<file path="src/rtl/sr_bank_pkg.sv">
// Shared types and constants for the set/reset storage bank.
// Policy codes for the S=R=1 conflict case live here.
package sr_bank_pkg;

    typedef enum logic [1:0] {
        MODE_HOLD    = 2'd0,
        MODE_SET_DOM = 2'd1,
        MODE_RST_DOM = 2'd2,
        MODE_TOGGLE  = 2'd3
    } sr_mode_t;

    localparam int WIDTH_MIN = 1;
    localparam int WIDTH_MAX = 32;
    localparam int CNT_W_MIN = 2;
    localparam int CNT_W_MAX = 16;

    // Map an integer parameter onto the policy enum.
    function automatic sr_mode_t to_mode(input int m);
        return sr_mode_t'(m[1:0]);
    endfunction

endpackage

</file>
<file path="src/rtl/sr_cell.sv">
// Next-state function of a single set/reset channel.
// MODE selects what happens when set and reset are both requested.
module sr_cell
    import sr_bank_pkg::*;
#(
    parameter sr_mode_t MODE = MODE_SET_DOM
) (
    input  logic q_i,
    input  logic es_i,
    input  logic er_i,
    output logic q_next_o,
    output logic conflict_o
);

    // Resolve the request pair into the channel's next value.
    always_comb begin
        q_next_o   = q_i;
        conflict_o = 1'b0;
        unique case ({es_i, er_i})
            2'b10: q_next_o = 1'b1;
            2'b01: q_next_o = 1'b0;
            2'b11: begin
                conflict_o = 1'b1;
                unique case (MODE)
                    MODE_HOLD:    q_next_o = q_i;
                    MODE_SET_DOM: q_next_o = 1'b1;
                    MODE_RST_DOM: q_next_o = 1'b0;
                    MODE_TOGGLE:  q_next_o = ~q_i;
                    default:      q_next_o = q_i;
                endcase
            end
            default: q_next_o = q_i;
        endcase
    end

endmodule

</file>
<file path="src/rtl/sr_reg_bank.sv">
// Clocked bank of independent set/reset channels with conflict logging.
// Optional macro SR_BANK_EDGE_EN makes requests rising-edge sensitive.
module sr_reg_bank
    import sr_bank_pkg::*;
#(
    parameter int               WIDTH = 4,
    parameter int               MODE  = 1,
    parameter logic [WIDTH-1:0] INIT  = '0,
    parameter int               CNT_W = 8
) (
    input  logic             clk,
    input  logic             rst,
    input  logic [WIDTH-1:0] s,
    input  logic [WIDTH-1:0] r,
    input  logic             en,
    input  logic             clr_flags,
    output logic [WIDTH-1:0] q,
    output logic [WIDTH-1:0] qn,
    output logic [WIDTH-1:0] conflict,
    output logic [CNT_W-1:0] conflict_cnt
);

    localparam sr_mode_t         POLICY  = to_mode(MODE);
    localparam logic [CNT_W-1:0] CNT_MAX = '1;
    localparam logic [CNT_W-1:0] CNT_ONE = CNT_W'(1);

    logic [WIDTH-1:0] es;
    logic [WIDTH-1:0] er;
    logic [WIDTH-1:0] q_nxt;
    logic [WIDTH-1:0] cfl;

    logic [WIDTH-1:0] q_q, q_d;
    logic [WIDTH-1:0] qn_q, qn_d;
    logic [WIDTH-1:0] conflict_q, conflict_d;
    logic [CNT_W-1:0] cnt_q, cnt_d;

`ifdef SR_BANK_EDGE_EN
    logic [WIDTH-1:0] s_prev_q, s_prev_d;
    logic [WIDTH-1:0] r_prev_q, r_prev_d;

    // History tracks inputs every edge, even when disabled.
    always_comb begin
        s_prev_d = s;
        r_prev_d = r;
    end

    // Request history registers, cleared by reset.
    always_ff @(posedge clk or posedge rst) begin
        if (rst) begin
            s_prev_q <= '0;
            r_prev_q <= '0;
        end else begin
            s_prev_q <= s_prev_d;
            r_prev_q <= r_prev_d;
        end
    end

    assign es = s & ~s_prev_q;
    assign er = r & ~r_prev_q;
`else
    assign es = s;
    assign er = r;
`endif

    for (genvar i = 0; i < WIDTH; i++) begin : g_cell
        sr_cell #(
            .MODE (POLICY)
        ) u_cell (
            .q_i        (q_q[i]),
            .es_i       (es[i]),
            .er_i       (er[i]),
            .q_next_o   (q_nxt[i]),
            .conflict_o (cfl[i])
        );
    end

    // Clear first, then fold in this cycle's state and conflict event.
    always_comb begin
        q_d        = q_q;
        qn_d       = qn_q;
        conflict_d = conflict_q;
        cnt_d      = cnt_q;
        if (clr_flags) begin
            conflict_d = '0;
            cnt_d      = '0;
        end
        if (en) begin
            q_d        = q_nxt;
            qn_d       = ~q_nxt;
            conflict_d = conflict_d | cfl;
            if ((|cfl) && (cnt_d != CNT_MAX)) begin
                cnt_d = cnt_d + CNT_ONE;
            end
        end
    end

    // State, complement, sticky flags and event counter.
    always_ff @(posedge clk or posedge rst) begin
        if (rst) begin
            q_q        <= INIT;
            qn_q       <= ~INIT;
            conflict_q <= '0;
            cnt_q      <= '0;
        end else begin
            q_q        <= q_d;
            qn_q       <= qn_d;
            conflict_q <= conflict_d;
            cnt_q      <= cnt_d;
        end
    end

    assign q            = q_q;
    assign qn           = qn_q;
    assign conflict     = conflict_q;
    assign conflict_cnt = cnt_q;

endmodule

</file>
<file path="config.mk">
export PLATFORM = sky130hd
export DESIGN_NAME = sr_reg_bank
export DESIGN_NICKNAME = d
export VERILOG_FILES = /design/src/rtl/sr_bank_pkg.sv /design/src/rtl/sr_cell.sv /design/src/rtl/sr_reg_bank.sv
export SDC_FILE = /design/constraint.sdc
export NUM_CORES = 1
export LEC_CHECK = 0
export BUFFER_PORTS_ARGS = -buffer_cell sky130_fd_sc_hd__buf_2
export CAP_MARGIN = 40
export CORE_ASPECT_RATIO = 1.5
export CORE_MARGIN = 2
export CORE_UTILIZATION = 47
export CTS_BUF_LIST = sky130_fd_sc_hd__clkbuf_4
export CTS_CLUSTER_SIZE = 25
export DETAILED_ROUTE_END_ITERATION = 6
export HOLD_SLACK_MARGIN = 0.03
export PLACE_DENSITY = 0.76
export SYNTH_ARGS = -nofsm -noshare
export SYNTH_HDL_FRONTEND = slang
export SYNTH_SLANG_ARGS = --single-unit
</file>
<file path="constraint.sdc">
create_clock -name clk -period 1.3 [get_ports clk]
set_input_delay 0.195 -clock clk [delete_from_list [all_inputs] [get_ports clk]]
set_output_delay 0.195 -clock clk [all_outputs]
set_load 0.03 [all_outputs]
</file>
Yosys cells after proc, flatten, opt, wreduce, memory -nomap -nowiden

Cells that the tools add are included.

$add $sub $neg: 1
Bitwise gates (word level): 2
Mux-type cells: 13
Eq/ne operators: 13
Reduce and logical (&&, ||, !) cells: 6

Operator list:

| kind                                                | count |
|---|---|
| two-way mux 8 bit                                   | 3 |
| equality test 2 bit, second input constant          | 8 |
| adder 8 x 1 -> 8 bit, second input constant         | 1 |
| equality test 2 x 1 -> 1 bit, second input constant | 4 |
| two-way mux 4 bit                                   | 2 |
| != test 8 bit, second input constant                | 1 |
| one-hot mux 1 bit (2 select lines)                  | 4 |
| OR reduction 2 bit                                  | 4 |
| two-way mux 1 bit                                   | 4 |
| inverter 4 bit                                      | 1 |
| bitwise OR 4 bit                                    | 1 |
| OR reduction 4 bit                                  | 1 |
| logical AND 1 bit                                   | 1 |

Output and inout bits: 20
Input bits: 12
Bits in registers: 20
Logic and storage cells: 39

Longest topological paths before layout

Depth after elaboration: 6
Depth in mapped cells: 5
Gate-level depth less buffers: 4

Cells and area by module

From an unflattened synthesis, not the netlist that was laid out.

Cells, all modules: 95
Area total of the unflattened synthesis: 991.0 um2

By module, submodules not included:

| module      | times used | area each (um2) | cells each | seq. area each (um2) |
|---|---|---|---|---|
| sr_reg_bank | 1          | 915.9           | 83         | 505.5 |
| sr_cell     | 4          | 18.8            | 3          | 0.0 |

Least setup slack after synthesis

Ideal clock, no wire load.

Path kind: register -> register
From: reg cnt_q[1], in the netlist conflict_cnt[1]
To: reg cnt_q[6], in the netlist conflict_cnt[6]
Required time: 1160 ps
Arrival time: 1363 ps
Stages on the path, launching flop included: 5
Slack: -202 ps
Clock period less this slack: 1502 ps
Library setup time: 140 ps
Cells stage by stage: dfrtp_1 > and3_1 > o2111ai_2 > o311ai_0 > o41ai_1

Cells in the longest elaborated chain, start to end: 5

RTL lines:

| element                                                      | RTL line           | RTL |
|---|---|---|
| start, declared                                              | sr_reg_bank.sv:35  | `logic [CNT_W-1:0] cnt_q, cnt_d;` |
| start signal, assigned                                       | sr_reg_bank.sv:108 | `cnt_q <= cnt_d;` |
| two-way mux 8 bit *                                          | sr_reg_bank.sv:83  | `if (clr_flags) begin` |
| branches (longest 2 deep; another with adder 8 x 1 -> 8 bit) | n/a                |  |
| two-way mux 8 bit *                                          | sr_reg_bank.sv:91  | `if ((\|cfl) && (cnt_d != CNT_MAX)) begin` |
| two-way mux 8 bit *                                          | sr_reg_bank.sv:87  | `if (en) begin` |
| via cnt_d[6]                                                 | sr_reg_bank.sv:35  |  |

Mark *: on every way through the listed nets, which the timed path passes.
A chain may end at the register's enable or synchronous reset.

Worst setup path in the final report

From: reg cnt_q[1], in the netlist conflict_cnt[1]
To: reg cnt_q[5], in the netlist conflict_cnt[5]

Same word-level chain as after synthesis.

==> results.sh <==
export IMPL_status="finished, violations left"
export IMPL_violations="negative setup slack"
export IMPL_synth_edf_count=0
export IMPL_n_antenna_cell=0
export IMPL_drcViolationCount=0
export IMPL_crit_arrival_ns=1.59
export IMPL_layout_nets=145
export IMPL_syn_nets=103
export IMPL_min_period_ns=1.37
export IMPL_final_core_util_pct=66.5
export IMPL_worst_pin_slew_ns=0.427
export IMPL_drive_above_1_share_pct=57.6
export IMPL_totalWireLength_mm=2.42
export IMPL_drt_vias_per_instance=5.58
export IMPL_insertion_delay_ns=0.30
export IMPL_start_kind="register"
export IMPL_pre_cts_slack_ns=-0.0472
export IMPL_final_hold_violation_count=0
export IMPL_path_class="register to register"
export IMPL_max_slew_margin_rel_pct=71.2
export IMPL_place_area_mm2=0.00125
export IMPL_io_pins=32
export IMPL_gp_congestion=0.835
export IMPL_p_leak_uw=0.000630
export IMPL_antenna_found_initial=0
export IMPL_rsz0062_at_grt="yes"
export IMPL_area_growth_pct=33.0
export IMPL_fin_crit_sh_pct=105
export IMPL_hold_path_class="primary input to register"
export IMPL_synth_cell_type_count=30
export IMPL_grt_usage_pct=20.6
export IMPL_endpoint_kind="register"
export IMPL_cts_buffers=3
export IMPL_final_area_mm2=0.00135
export IMPL_grt_start_max_net_pins=21
export IMPL_path_max_fanout=6
export IMPL_synthFlopType="dfrtp_1"
export IMPL_async_flop_share_pct=100
export IMPL_port_buffers=31
export IMPL_fin_ws_ns=-0.0678
export IMPL_start_util_pct=50.0
export IMPL_cts_path_max_buffers=2
export IMPL_die_y_um=60.9
export IMPL_drt_pass1_iter_count=4
export IMPL_p_per_area_mw_per_mm2=1020
export IMPL_grt_pass1_wl_mm=3.86
export IMPL_finalSetupViolCount=5
export IMPL_skew_ns=0.00487
export IMPL_final_cell_mix="buf_2 (30), buf_4 (12), nand2_1 (8), dfrtp_1 (8), dfrtp_2 (8)"
export IMPL_layout_commonest_cell="buf_2"
export IMPL_die_x_um=41.9
export IMPL_cts_tree="built"
export IMPL_hold_worst_slack_ns=0.167
export IMPL_max_freq_mhz=731
export IMPL_ctsRootBufferMaster="clkbuf_4"
export IMPL_dp_hpwl_mm=1.67
export IMPL_htreeDepth=1
export IMPL_syn_inst=91
export IMPL_die_area_mm2=0.00255
export IMPL_clk_pin_slew_ns=0.11
export IMPL_ys_seq_area_share_pct=49.9
export IMPL_cp_required_ns=1.53
export IMPL_drt_iter0_drc=26
export IMPL_max_vdd_ir_drop_v=0.000978
export IMPL_overflow=0
export IMPL_setup_tns_ns=-0.174
export IMPL_maxSlewViolCount=0
export IMPL_antenna_left=0
export IMPL_row_count=20
export IMPL_avgRoutedWirePerCell_um=15.7
export IMPL_grt_pass1_vias=859
export IMPL_vias=859
export IMPL_clkSinkCount=20
export IMPL_syn_cell_area_mm2=0.00101
export IMPL_drv_cap=0
export IMPL_synth_seq_cells=20
export IMPL_syn_area_per_cell_um2=11.1
export IMPL_ys_warn_count=0
export IMPL_core_area_mm2=0.00203
timing repair:
| item | in CTS | in global routing |
|---|---|---|
| gates resized for setup | 2 | 5 |
| buffers inserted | 2 | 2 |
| pin swaps | 3 | 4 |
| hold buffers | 1 | 0 |
| endpoints found under the hold margin | 16 | 0 |
| endpoints found under the setup margin | 5 | 7 |
power breakdown:
group | total (µW) | leakage, µW | switching (µW) | internal [µW]
Clock | 299 | 0.0000154 | 187 | 112
Sequential | 724 | 0.000236 | 40.5 | 684
Combinational | 355 | 0.000378 | 219 | 136
final timing paths:
check                                               start                         to  slack, ns  cells past startpoint
worst min-delay path                            clr_flags  conflict_cnt[5]$_DFF_PP0_       0.17                      2
max in group asynchronous                             rst          qn[2]$_DFFE_PP1P_       0.56                      4
worst max-delay path            conflict_cnt[1]$_DFF_PP0_  conflict_cnt[5]$_DFF_PP0_      -0.07                      4
min in group asynchronous                             rst           q[3]$_DFFE_PP0P_       0.46                      4
worst max register to register  conflict_cnt[1]$_DFF_PP0_  conflict_cnt[5]$_DFF_PP0_      -0.07                      4
worst min register to register      conflict[2]$_DFF_PP0_      conflict[2]$_DFF_PP0_       0.51                      1
cell families after synthesis:
family                    synth area share (%)
DFF                                       49.9
AOI/OAI and AO/OA                         22.8
and+or+nand+nor                           14.0
xor gates and xnor gates                  1.73
muxes                                     4.44
buffers and inverters                     7.16
critical path, stage by stage, from the launching register on:
cell,delay (ns)
dfrtp_2,0.44
and3_4,0.20
o2111ai_4,0.16
or3_1,0.35
a21oi_1,0.14
stage by stage:
stage               instances  power, µW
finish                    154       1380
global route              154       1440
CTS                       152       1380
detailed placement        145       1060
global placement          145       1040
floorplan                  91        966
flip-flops by register name, indices dropped and copies added, names as in the netlist:
register	count
conflict	4
conflict_cnt	8
q	4
qn	4
cells in the mapped netlist (2+ instances only):
master | count | area [µm²]
o21ai_0 | 3 | 15.0
or4_1 | 2 | 15.0
dfstp_2 | 4 | 105
a22o_1 | 4 | 35.0
a21oi_1 | 7 | 35.0
inv_1 | 6 | 22.5
o41ai_1 | 2 | 17.5
nor2_1 | 4 | 15.0
a32o_1 | 4 | 40.0
buf_4 | 4 | 30.0
nand2_1 | 8 | 30.0
dfrtp_1 | 16 | 400
xnor2_1 | 2 | 17.5
a22o_4 | 2 | 35.0
o31ai_1 | 3 | 22.5
mux2_2 | 4 | 45.0
nand3_1 | 3 | 15.0
cell type report:
type,count,area [µm²]
Timing Repair Buffer,44,262
Multi-Input combinational cell,58,494
Clock inverter,1,3.75
Sequential cell,20,515
Inverter,6,22.5
Clock buffer,3,22.5
Fill cell,174,679
Tap cell,22,27.5
per-layer routing:
layer | vias up | track usage [%] | share of wire, %
met5 | - | 0 | 0
met4 | 0 | 12.4 | 1.9
met3 | 4 | 1.79 | 2.8
met2 | 21 | 39.1 | 56
met1 | 421 | 22.3 | 39
li1 | 413 | - | -
(Power assumes the default switching activity.)
